[config.mk]
export PLATFORM = sky130hd
export DESIGN_NAME = mmio_bus_ctrl
export DESIGN_NICKNAME = d
export VERILOG_FILES = /design/src/rtl/mmio_pkg.sv /design/src/rtl/sync_fifo.sv /design/src/rtl/mmio_bus_ctrl.sv
export SDC_FILE = /design/constraint.sdc
export NUM_CORES = 1
export LEC_CHECK = 0
export ABC_AREA = 0
export ABC_CLOCK_PERIOD_IN_PS = 4150
export CELL_PAD_IN_SITES_DETAIL_PLACEMENT = 1
export CELL_PAD_IN_SITES_GLOBAL_PLACEMENT = 2
export CORE_MARGIN = 2
export CORE_UTILIZATION = 38
export DETAILED_ROUTE_END_ITERATION = 7
export HOLD_SLACK_MARGIN = 0.1
export PLACE_DENSITY_LB_ADDON = 0.1
export SYNTH_ARGS = -nofsm -noshare
export SYNTH_HDL_FRONTEND = slang
export SYNTH_SLANG_ARGS = --single-unit
[constraint.sdc]
create_clock -name clk_pix -period 4.15 [get_ports clk_pix]
set_input_delay 0.6225 -clock clk_pix [delete_from_list [all_inputs] [get_ports clk_pix]]
set_output_delay 0.6225 -clock clk_pix [all_outputs]
set_load 0.005 [all_outputs]
[src/rtl/mmio_pkg.sv]
// Shared address map, status bit positions and the address decoder for the
// MMIO controller sitting between the RISC-V data port and its slaves.
package mmio_pkg;

    localparam logic [31:0] OFF_KBD_DATA  = 32'd0;
    localparam logic [31:0] OFF_KBD_STAT  = 32'd4;
    localparam logic [31:0] OFF_DISP_DATA = 32'd8;
    localparam logic [31:0] OFF_DISP_STAT = 32'd12;

    localparam int KBD_NEMPTY_BIT = 0;
    localparam int KBD_OVF_BIT    = 1;
    localparam int KBD_CNT_LSB    = 4;
    localparam int DISP_EMPTY_BIT = 0;
    localparam int DISP_FULL_BIT  = 1;
    localparam int DISP_DROP_BIT  = 2;

    typedef enum logic [2:0] {
        SEL_DMEM      = 3'd0,
        SEL_KBD_DATA  = 3'd1,
        SEL_KBD_STAT  = 3'd2,
        SEL_DISP_DATA = 3'd3,
        SEL_DISP_STAT = 3'd4,
        SEL_NONE      = 3'd5
    } sel_e;

    // Word offsets inside the I/O window ignore the two byte-lane bits.
    function automatic sel_e decode(input logic [31:0] addr, input logic [31:0] base);
        logic [31:0] off;
        sel_e        sel;
        off = addr - base;
        if (addr < base) begin
            sel = SEL_DMEM;
        end else begin
            case ({off[31:2], 2'b00})
                OFF_KBD_DATA:  sel = SEL_KBD_DATA;
                OFF_KBD_STAT:  sel = SEL_KBD_STAT;
                OFF_DISP_DATA: sel = SEL_DISP_DATA;
                OFF_DISP_STAT: sel = SEL_DISP_STAT;
                default:       sel = SEL_NONE;
            endcase
        end
        return sel;
    endfunction

endpackage

[src/rtl/sync_fifo.sv]
// Single-clock FIFO with occupancy count; a push into a full FIFO is accepted
// only when a pop in the same cycle frees the head slot.
module sync_fifo #(
    parameter int WIDTH = 8,
    parameter int DEPTH = 4,
    localparam int AW = $clog2(DEPTH),
    localparam int CW = AW + 1
) (
    input  logic             clk,
    input  logic             rst_n,
    input  logic             push,
    input  logic [WIDTH-1:0] wdata,
    input  logic             pop,
    output logic [WIDTH-1:0] head,
    output logic [CW-1:0]    count,
    output logic             push_ok
);

    localparam logic [CW-1:0] FULL_CNT = CW'(DEPTH);
    localparam logic [CW-1:0] CNT_ONE  = CW'(1);
    localparam logic [AW-1:0] PTR_ONE  = AW'(1);

    logic [WIDTH-1:0] mem_r [DEPTH];
    logic [AW-1:0]    wr_ptr_r;
    logic [AW-1:0]    rd_ptr_r;
    logic [CW-1:0]    count_r;
    logic             full_s;
    logic             empty_s;
    logic             pop_ok_s;
    logic             push_ok_s;

    assign full_s    = (count_r == FULL_CNT);
    assign empty_s   = (count_r == {CW{1'b0}});
    assign pop_ok_s  = pop & ~empty_s;
    assign push_ok_s = push & (~full_s | pop_ok_s);

    assign head    = mem_r[rd_ptr_r];
    assign count   = count_r;
    assign push_ok = push_ok_s;

    // Storage, pointers and occupancy; reset clears storage so the head reads 0.
    always_ff @(posedge clk or negedge rst_n) begin
        if (!rst_n) begin
            for (int i = 0; i < DEPTH; i++) begin
                mem_r[i] <= {WIDTH{1'b0}};
            end
            wr_ptr_r <= {AW{1'b0}};
            rd_ptr_r <= {AW{1'b0}};
            count_r  <= {CW{1'b0}};
        end else begin
            if (push_ok_s) begin
                mem_r[wr_ptr_r] <= wdata;
                wr_ptr_r        <= wr_ptr_r + PTR_ONE;
            end
            if (pop_ok_s) begin
                rd_ptr_r <= rd_ptr_r + PTR_ONE;
            end
            case ({push_ok_s, pop_ok_s})
                2'b10:   count_r <= count_r + CNT_ONE;
                2'b01:   count_r <= count_r - CNT_ONE;
                default: count_r <= count_r;
            endcase
        end
    end

endmodule

[src/rtl/mmio_bus_ctrl.sv]
// MMIO controller: decodes CPU data-port accesses into data memory, a keyboard
// RX FIFO with sticky overflow, and a display TX FIFO with sticky drop.
module mmio_bus_ctrl
    import mmio_pkg::*;
#(
    parameter logic [31:0] IO_BASE    = 32'd456,
    parameter int          KBD_DEPTH  = 8,
    parameter int          DISP_DEPTH = 4
) (
    input  logic        clk_pix,
    input  logic        rst_n,
    input  logic        mem_we,
    input  logic        mem_re,
    input  logic [31:0] mem_addr,
    input  logic [31:0] mem_wdata,
    output logic [31:0] mem_rdata,
    output logic        dmem_we,
    input  logic [31:0] dmem_rdata,
    input  logic [7:0]  key_code,
    input  logic        key_ready,
    input  logic [2:0]  shift,
    output logic        disp_valid,
    output logic [31:0] disp_data,
    input  logic        disp_ready,
    output logic        irq_kbd
);

    localparam int RX_CW = $clog2(KBD_DEPTH) + 1;
    localparam int TX_CW = $clog2(DISP_DEPTH) + 1;

    sel_e             sel_s;
    logic [1:0]       sync_r;
    logic             key_prev_r;
    logic [1:0]       live_r;
    logic             armed_r;
    logic             key_edge_s;
    logic             rx_pop_s;
    logic [10:0]      rx_head_s;
    logic [RX_CW-1:0] rx_count_s;
    logic             rx_push_ok_s;
    logic             rx_nempty_s;
    logic [3:0]       rx_cnt4_s;
    logic             tx_push_s;
    logic             tx_pop_s;
    logic [31:0]      tx_head_s;
    logic [TX_CW-1:0] tx_count_s;
    logic             tx_push_ok_s;
    logic             tx_empty_s;
    logic             tx_full_s;
    logic             ovf_r;
    logic             drop_r;
    logic             ovf_set_s;
    logic             ovf_clr_s;
    logic             drop_set_s;
    logic             drop_clr_s;
    logic [31:0]      rdata_s;

    assign sel_s   = decode(mem_addr, IO_BASE);
    assign dmem_we = mem_we & (sel_s == SEL_DMEM);

    // Two-flop synchronizer plus edge detect; the arm flag needs a real low
    // level after reset so a key held through reset release never pushes.
    always_ff @(posedge clk_pix or negedge rst_n) begin
        if (!rst_n) begin
            sync_r     <= 2'b00;
            key_prev_r <= 1'b0;
            live_r     <= 2'b00;
            armed_r    <= 1'b0;
        end else begin
            sync_r     <= {sync_r[0], key_ready};
            key_prev_r <= sync_r[1];
            live_r     <= {live_r[0], 1'b1};
            armed_r    <= armed_r | (live_r[1] & ~sync_r[1]);
        end
    end

    assign key_edge_s = sync_r[1] & ~key_prev_r & armed_r;
    assign rx_pop_s   = mem_re & (sel_s == SEL_KBD_DATA);

    sync_fifo #(.WIDTH(11), .DEPTH(KBD_DEPTH)) u_rx_fifo (
        .clk     (clk_pix),
        .rst_n   (rst_n),
        .push    (key_edge_s),
        .wdata   ({shift, key_code}),
        .pop     (rx_pop_s),
        .head    (rx_head_s),
        .count   (rx_count_s),
        .push_ok (rx_push_ok_s)
    );

    assign rx_nempty_s = (rx_count_s != {RX_CW{1'b0}});
    assign rx_cnt4_s   = 4'(rx_count_s);
    assign irq_kbd     = rx_nempty_s;

    assign tx_push_s = mem_we & (sel_s == SEL_DISP_DATA);
    assign tx_pop_s  = disp_valid & disp_ready;

    sync_fifo #(.WIDTH(32), .DEPTH(DISP_DEPTH)) u_tx_fifo (
        .clk     (clk_pix),
        .rst_n   (rst_n),
        .push    (tx_push_s),
        .wdata   (mem_wdata),
        .pop     (tx_pop_s),
        .head    (tx_head_s),
        .count   (tx_count_s),
        .push_ok (tx_push_ok_s)
    );

    assign tx_empty_s = (tx_count_s == {TX_CW{1'b0}});
    assign tx_full_s  = (tx_count_s == TX_CW'(DISP_DEPTH));
    assign disp_valid = ~tx_empty_s;
    assign disp_data  = tx_head_s;

    assign ovf_set_s  = key_edge_s & ~rx_push_ok_s;
    assign ovf_clr_s  = mem_we & (sel_s == SEL_KBD_STAT);
    assign drop_set_s = tx_push_s & ~tx_push_ok_s;
    assign drop_clr_s = mem_we & (sel_s == SEL_DISP_STAT);

    // Sticky error flags; a new event in the clearing cycle keeps the flag set.
    always_ff @(posedge clk_pix or negedge rst_n) begin
        if (!rst_n) begin
            ovf_r  <= 1'b0;
            drop_r <= 1'b0;
        end else begin
            if (ovf_set_s) begin
                ovf_r <= 1'b1;
            end else if (ovf_clr_s) begin
                ovf_r <= 1'b0;
            end else begin
                ovf_r <= ovf_r;
            end
            if (drop_set_s) begin
                drop_r <= 1'b1;
            end else if (drop_clr_s) begin
                drop_r <= 1'b0;
            end else begin
                drop_r <= drop_r;
            end
        end
    end

    // Combinational read mux back to the CPU load path.
    always_comb begin
        rdata_s = 32'd0;
        case (sel_s)
            SEL_DMEM: begin
                rdata_s = dmem_rdata;
            end
            SEL_KBD_DATA: begin
                if (rx_nempty_s) begin
                    rdata_s = {21'd0, rx_head_s};
                end else begin
                    rdata_s = 32'd0;
                end
            end
            SEL_KBD_STAT: begin
                rdata_s[KBD_CNT_LSB +: 4] = rx_cnt4_s;
                rdata_s[KBD_OVF_BIT]      = ovf_r;
                rdata_s[KBD_NEMPTY_BIT]   = rx_nempty_s;
            end
            SEL_DISP_STAT: begin
                rdata_s[DISP_DROP_BIT]  = drop_r;
                rdata_s[DISP_FULL_BIT]  = tx_full_s;
                rdata_s[DISP_EMPTY_BIT] = tx_empty_s;
            end
            default: begin
                rdata_s = 32'd0;
            end
        endcase
    end

    assign mem_rdata = rdata_s;

endmodule
* Yosys cells after proc, flatten, opt, wreduce, memory -nomap -nowiden *
Index checks and enable logic that the tools add are counted.

cells by class
  add/subtract/negate cells = 9
  $lt $le $gt $ge = 7
  equal/unequal tests = 13
  muxes and demuxes = 26
  bitwise logic cells = 30
  reduce and logical (&&, ||, !) cells = 11

operators with widths
  cell                   count
  $bwmux 128             1
  $mux 32                3
  $bwmux 88              1
  $bmux 32 s2            1
  $demux 32 s2           1
  $eq 30x2->1 const B    2
  $pmux 24 s2            1
  $mux 11                4
  $bmux 11 s3            1
  $demux 11 s3           1
  $lt 32x9->1 const B    1
  $sub 32x9->32 const B  1
  $eq 30x1->1 const B    1
  $logic_not 30->1       1
  $and 1x1->1            15
  $pmux 3 s4             1
  $pmux 4 s3             1
  $add 3x1->3 const B    3
  $ge 4x4->1 const B     2
  $not 1->1              8
  $not 3->4              2
  $pmux 2 s4             1
  $pmux 4 s2             1
  $reduce_bool 2->1      4
  other kinds (24)       38

storage, ports and cells
  flip-flop bits (word level) = 241
  output and inout port bits = 67

* Depth between registers and ports, before layout *
  depth in word-level cells = 12
  depth in mapped cells = 19
  mapped depth without buffers = 16

* Hierarchy *
A second synthesis with hierarchy kept.

second synthesis, totals
  cells, all modules = 789
  area, all modules = 11750.0 um^2

modules (own cells, without submodules)
  module                 instances  cells an instance  area each (um^2)  sequential area each (um^2)
  sync_fifo (u_tx_fifo)  1          348                5968.2            3378.2
  sync_fifo (u_rx_fifo)  1          279                4589.4            2452.4
  mmio_bus_ctrl          1          162                1192.4            200.2

* Least setup slack after synthesis *
No wires, ideal clock.

  kind = input to register
  from = input mem_addr[3]
  to = register u_rx_fifo.count_r[3], in the netlist u_rx_fifo.count[3]
  arrival time = 3838 ps
  data required time = 4027 ps
  slack = 189 ps
  stages on the path = 19
  cells stage by stage = buf_6 -> inv_1 -> ha_1 -> nor2b_1 -> buf_6 -> or3_1 -> a221oi_2 -> nor2_1 -> nor3_1 -> nand3_1 -> clkbuf_1 -> nor2_1 -> ha_1 -> ha_1 -> a21o_1 -> a21oi_1 -> xnor2_1 -> nor2_1 -> xnor2_1

between the ends
  cells in the longest elaborated chain, start to end = 11

RTL lines
  element                                          RTL line             RTL
  from (decl)                                      mmio_bus_ctrl.sv:14  input logic [31:0] mem_addr,
  $sub 32x9->32                                    mmio_pkg.sv:30       off = addr - base;
  $eq 30x2->1 (tied with other cells)              mmio_pkg.sv:34       case ({off[31:2], 2'b00})
  $pmux 3 s4                                       mmio_pkg.sv:34
  $mux 3 *                                         mmio_pkg.sv:31       if (addr < base) begin
  $eq 3x1->1 *                                     mmio_bus_ctrl.sv:78  assign rx_pop_s = mem_re & (sel_s == SEL_KBD_DATA);
  $and 1x1->1 *                                    mmio_bus_ctrl.sv:78
  $and 1x1->1 *                                    sync_fifo.sv:34      assign pop_ok_s = pop & ~empty_s;
  via u_rx_fifo.pop_ok_s                           sync_fifo.sv:29      logic pop_ok_s;
  $or 1x1->1                                       sync_fifo.sv:35      assign push_ok_s = push & (~full_s | pop_ok_s);
  $and 1x1->1                                      sync_fifo.sv:35
  $eq 2x1->1 or $eq 2x2->1 (tied branches)         sync_fifo.sv:58      case ({push_ok_s, pop_ok_s})
  $pmux 4 s2 or $reduce_bool 2->1 (tied branches)  -
  to (signal assigned)                             sync_fifo.sv:59      2'b10: count_r <= count_r + CNT_ONE;
  to (signal assigned)                             sync_fifo.sv:60      2'b01: count_r <= count_r - CNT_ONE;
  to (signal assigned)                             sync_fifo.sv:61      default: count_r <= count_r;
  to (decl)                                        sync_fifo.sv:26      logic [CW-1:0] count_r;

Mark *: on every way through the listed nets, which the timed path passes. The rest lies on a longest branch.
A chain may end at the register's enable or synchronous reset.

* Final worst setup path *
  from = input mem_addr[5]
  to = output mem_rdata[6]

between the ends
  cells in the longest elaborated chain, start to end = 6

RTL lines
  element                              RTL line              RTL
  $sub 32x9->32                        mmio_pkg.sv:30
  $eq 30x2->1 (tied with other cells)  mmio_pkg.sv:34
  $pmux 3 s4                           mmio_pkg.sv:34
  $mux 3 *                             mmio_pkg.sv:31
  $eq 3x2->1 (tied with other cells)   mmio_bus_ctrl.sv:145  case (sel_s)
  $pmux 4 s3 *                         mmio_bus_ctrl.sv:145
  to (decl)                            mmio_bus_ctrl.sv:16   output logic [31:0] mem_rdata,

Every way passes the cells marked *; elsewhere a longest branch is shown, timed or not.

==> flow_summary.toml <==
[sta]
post-route-period-util = 0.969
relSlewSlack = 0.424
tightest_slew_ns = 0.864
setup_viol = 0
finalHoldViolations = 0
fin_crit_ns = 4.02
fin_ws_ns = 0.128
maxSlewViolCount = 0
fmax_mhz = 249
fin_tns_setup_ns = 0
clock_skew_ns = 0.0175

[cells_and_area]
area_growth_syn_to_layout_pct = 30.2
stdcell_area_mm2 = 0.0166
final_common_cell = "dfrtp_1"
drive_gt1_frac = 0.312
antenna_cells = 0
nets = 1347
fin_util = 0.499
layoutNonFillerInstCount = 1690
layout_common_cells = "240 x dfrtp_1, 163 x clkdlybuf4s50_1, 124 x nand2_1"

[synth]
synth-seq-cells = 241
syn_nets = 1097
synth_edf_count = 0
synth_cell_type_count = 66
avgSynthCellArea_um2 = 13.1
synthArstFlopShare = 1.00
syn-cell-area_mm2 = 0.0128
synth_cells = 971
synthFlopType = "dfrtp_1"
ys_warn_count = 0
ys_seq_area_frac = 0.473

[setup_path]
endpoint_kind = "primary output"
r2r_start = "sync_r[1]"
r2r_slack_ns = 1.34
worstSetupPathType = "primary input to primary output"
crit_start = "mem_addr[5]"
timing.rr.end = "u_rx_fifo.count[3]"
ff2ff_path_depth = 13
endpoint = "mem_rdata[6]"
cp-start-kind = "primary input"
arrival_ns = 3.40
cp_max_fo = 7
worstPathRequired_ns = 3.53

[die]
initial_core_util = 0.383
core_area_mm2 = 0.0333
placementRows = 67
dieWidth_um = 187
die_area_mm2 = 0.0351
ioPinCount = 180
die_h_um = 187

[power_and_ir_drop]
ir_worst_vdd_v = 0.000297
p_leak_nw = 7.27
powerDensity_mw_per_mm2 = 339

[drt]
ant_nets = 0
dr.pass1.iters = 4
post_drt_wl_per_cell_um = 21.9
vias = 8909
viasPerCell = 5.27
finalWirelength_um = 37000
drt_iter0_drc = 408
drc = 0

[global_routing]
grt_pass1_vias = 9590
overflow = 0
grt_pass1_wl_um = 58200
antenna_found_initial = 0
grtUsageTotal = 0.212
grt_max_degree = 102

[clocking]
clock_sinks = 241
cts_hold_buffers = 0
clock_latency_ns = 0.54
cts_tree = "done"
root_buffer = "clkbuf_16"
clockBufferDepth = 3
clk_pin_slew_worst_paths_ns = 0.06
cts_buffers = 28
cts.htree.levels = 1

[worst_hold_path]
worstHoldPathType = "primary input to asynchronous set/reset pin"

[placement]
globalplace.congestion = 0.765
dp.cells = 1631
dpl_cell_area_mm2 = 0.0156
port_buffers = 177
pre_cts_ws_ns = -0.332
place_hpwl_um = 25000

[flow_run]
max_cap_violations = 0

[status]
status = "complete, no violations"
## per-layer routing
layer / track usage / wire [um] / up-vias
li1: - / - / 4080
met1: 0.296 / 17200 / 4642
met2: 0.364 / 18200 / 147
met3: 0.0221 / 1140 / 40
met4: 0.0333 / 446 / 0
met5: 0 / 0 / -
## registers in the layout, summed over array words and instances, names as in the netlist
| register | count |
|---|---|
| key_prev_r | 1 |
| u_rx_fifo.rd_ptr_r | 3 |
| u_tx_fifo.mem_r | 128 |
| ovf_r | 1 |
| live_r | 2 |
| u_rx_fifo.count | 4 |
| u_rx_fifo.wr_ptr_r | 3 |
| drop_r | 1 |
| u_tx_fifo.wr_ptr_r | 2 |
| u_tx_fifo.count | 3 |
| sync_r | 2 |
| u_tx_fifo.rd_ptr_r | 2 |
| armed_r | 1 |
| u_rx_fifo.mem_r | 88 |
## worst max-delay path, stage by stage
cell	delay (ns)
clkdlybuf4s50_1	0.65
nor3_4	0.09
buf_4	0.17
o31a_1	0.31
o211ai_1	0.16
buf_4	0.14
o211ai_1	0.09
nor3_2	0.21
buf_4	0.16
nand4_1	0.17
buf_4	0.19
buf_4	0.12
o221ai_1	0.15
buf_2	0.15
## power by group
group / switching, mW / internal, mW / leakage, nW
Sequential: 0.0213 / 2.38 / 2.86
Clock: 0.967 / 1.55 / 0.459
Combinational: 0.375 / 0.327 / 3.95
## logic make-up after synthesis
logic type	Yosys count	share of synthesized area
compound gates	152	0.0854
xor+xnor	14	0.00961
fa+ha+maj	13	0.0139
buf+inv	90	0.0506
flops	241	0.473
mux	197	0.256
other cells	1	0.000294
simple gates	263	0.112
## what timing repair did
action / CTS / global route
pin swaps: 3 / 4
setup buffers: 4 / 4
cloned: 0 / 0
endpoints found under the hold margin: 0 / 0
setup endpoints to repair: 11 / 23
resized for setup: 21 / 11
## cells in the mapped netlist (12+ instances only)
cell	instances	area, um2
and2_1	27	169
buf_12	12	240
buf_6	15	169
clkbuf_1	37	139
dfrtp_1	241	6030
inv_1	21	78.8
mux2_4	120	1800
mux2i_1	12	120
mux4_2	54	1220
nand2_1	124	465
nand2b_1	17	106
nor2_1	15	56.3
o21ai_0	14	70.1
o22ai_1	90	563
## layout make-up
type	count	area, um2
Fill cell	3462	16700
Multi-Input combinational cell	640	6150
Sequential cell	241	6030
Timing Repair Buffer	289	2840
Clock buffer	44	832
Tap cell	448	561
Clock inverter	7	113
Inverter	21	78.8
## worst min path at each step
stage	start	to	slack, ns
CTS	rst_n	u_tx_fifo.mem_r[41]	0.18
global route	rst_n	u_tx_fifo.mem_r[105]	0.18
floorplan	rst_n	armed_r	0.33
global placement	live_r[0]	live_r[1]	0.33
detailed placement	live_r[0]	live_r[1]	0.34
finish	rst_n	u_tx_fifo.mem_r[41]	0.12
## stage by stage
step / total power, mW / hold slack, ns
floorplan: 2.81 / 0.327
global placement: 3.15 / 0.332
detailed placement: 3.16 / 0.336
CTS: 5.71 / 0.182
global route: 5.86 / 0.181
finish: 5.62 / 0.124
No activity file was read; power rests on OpenSTA's default activity.
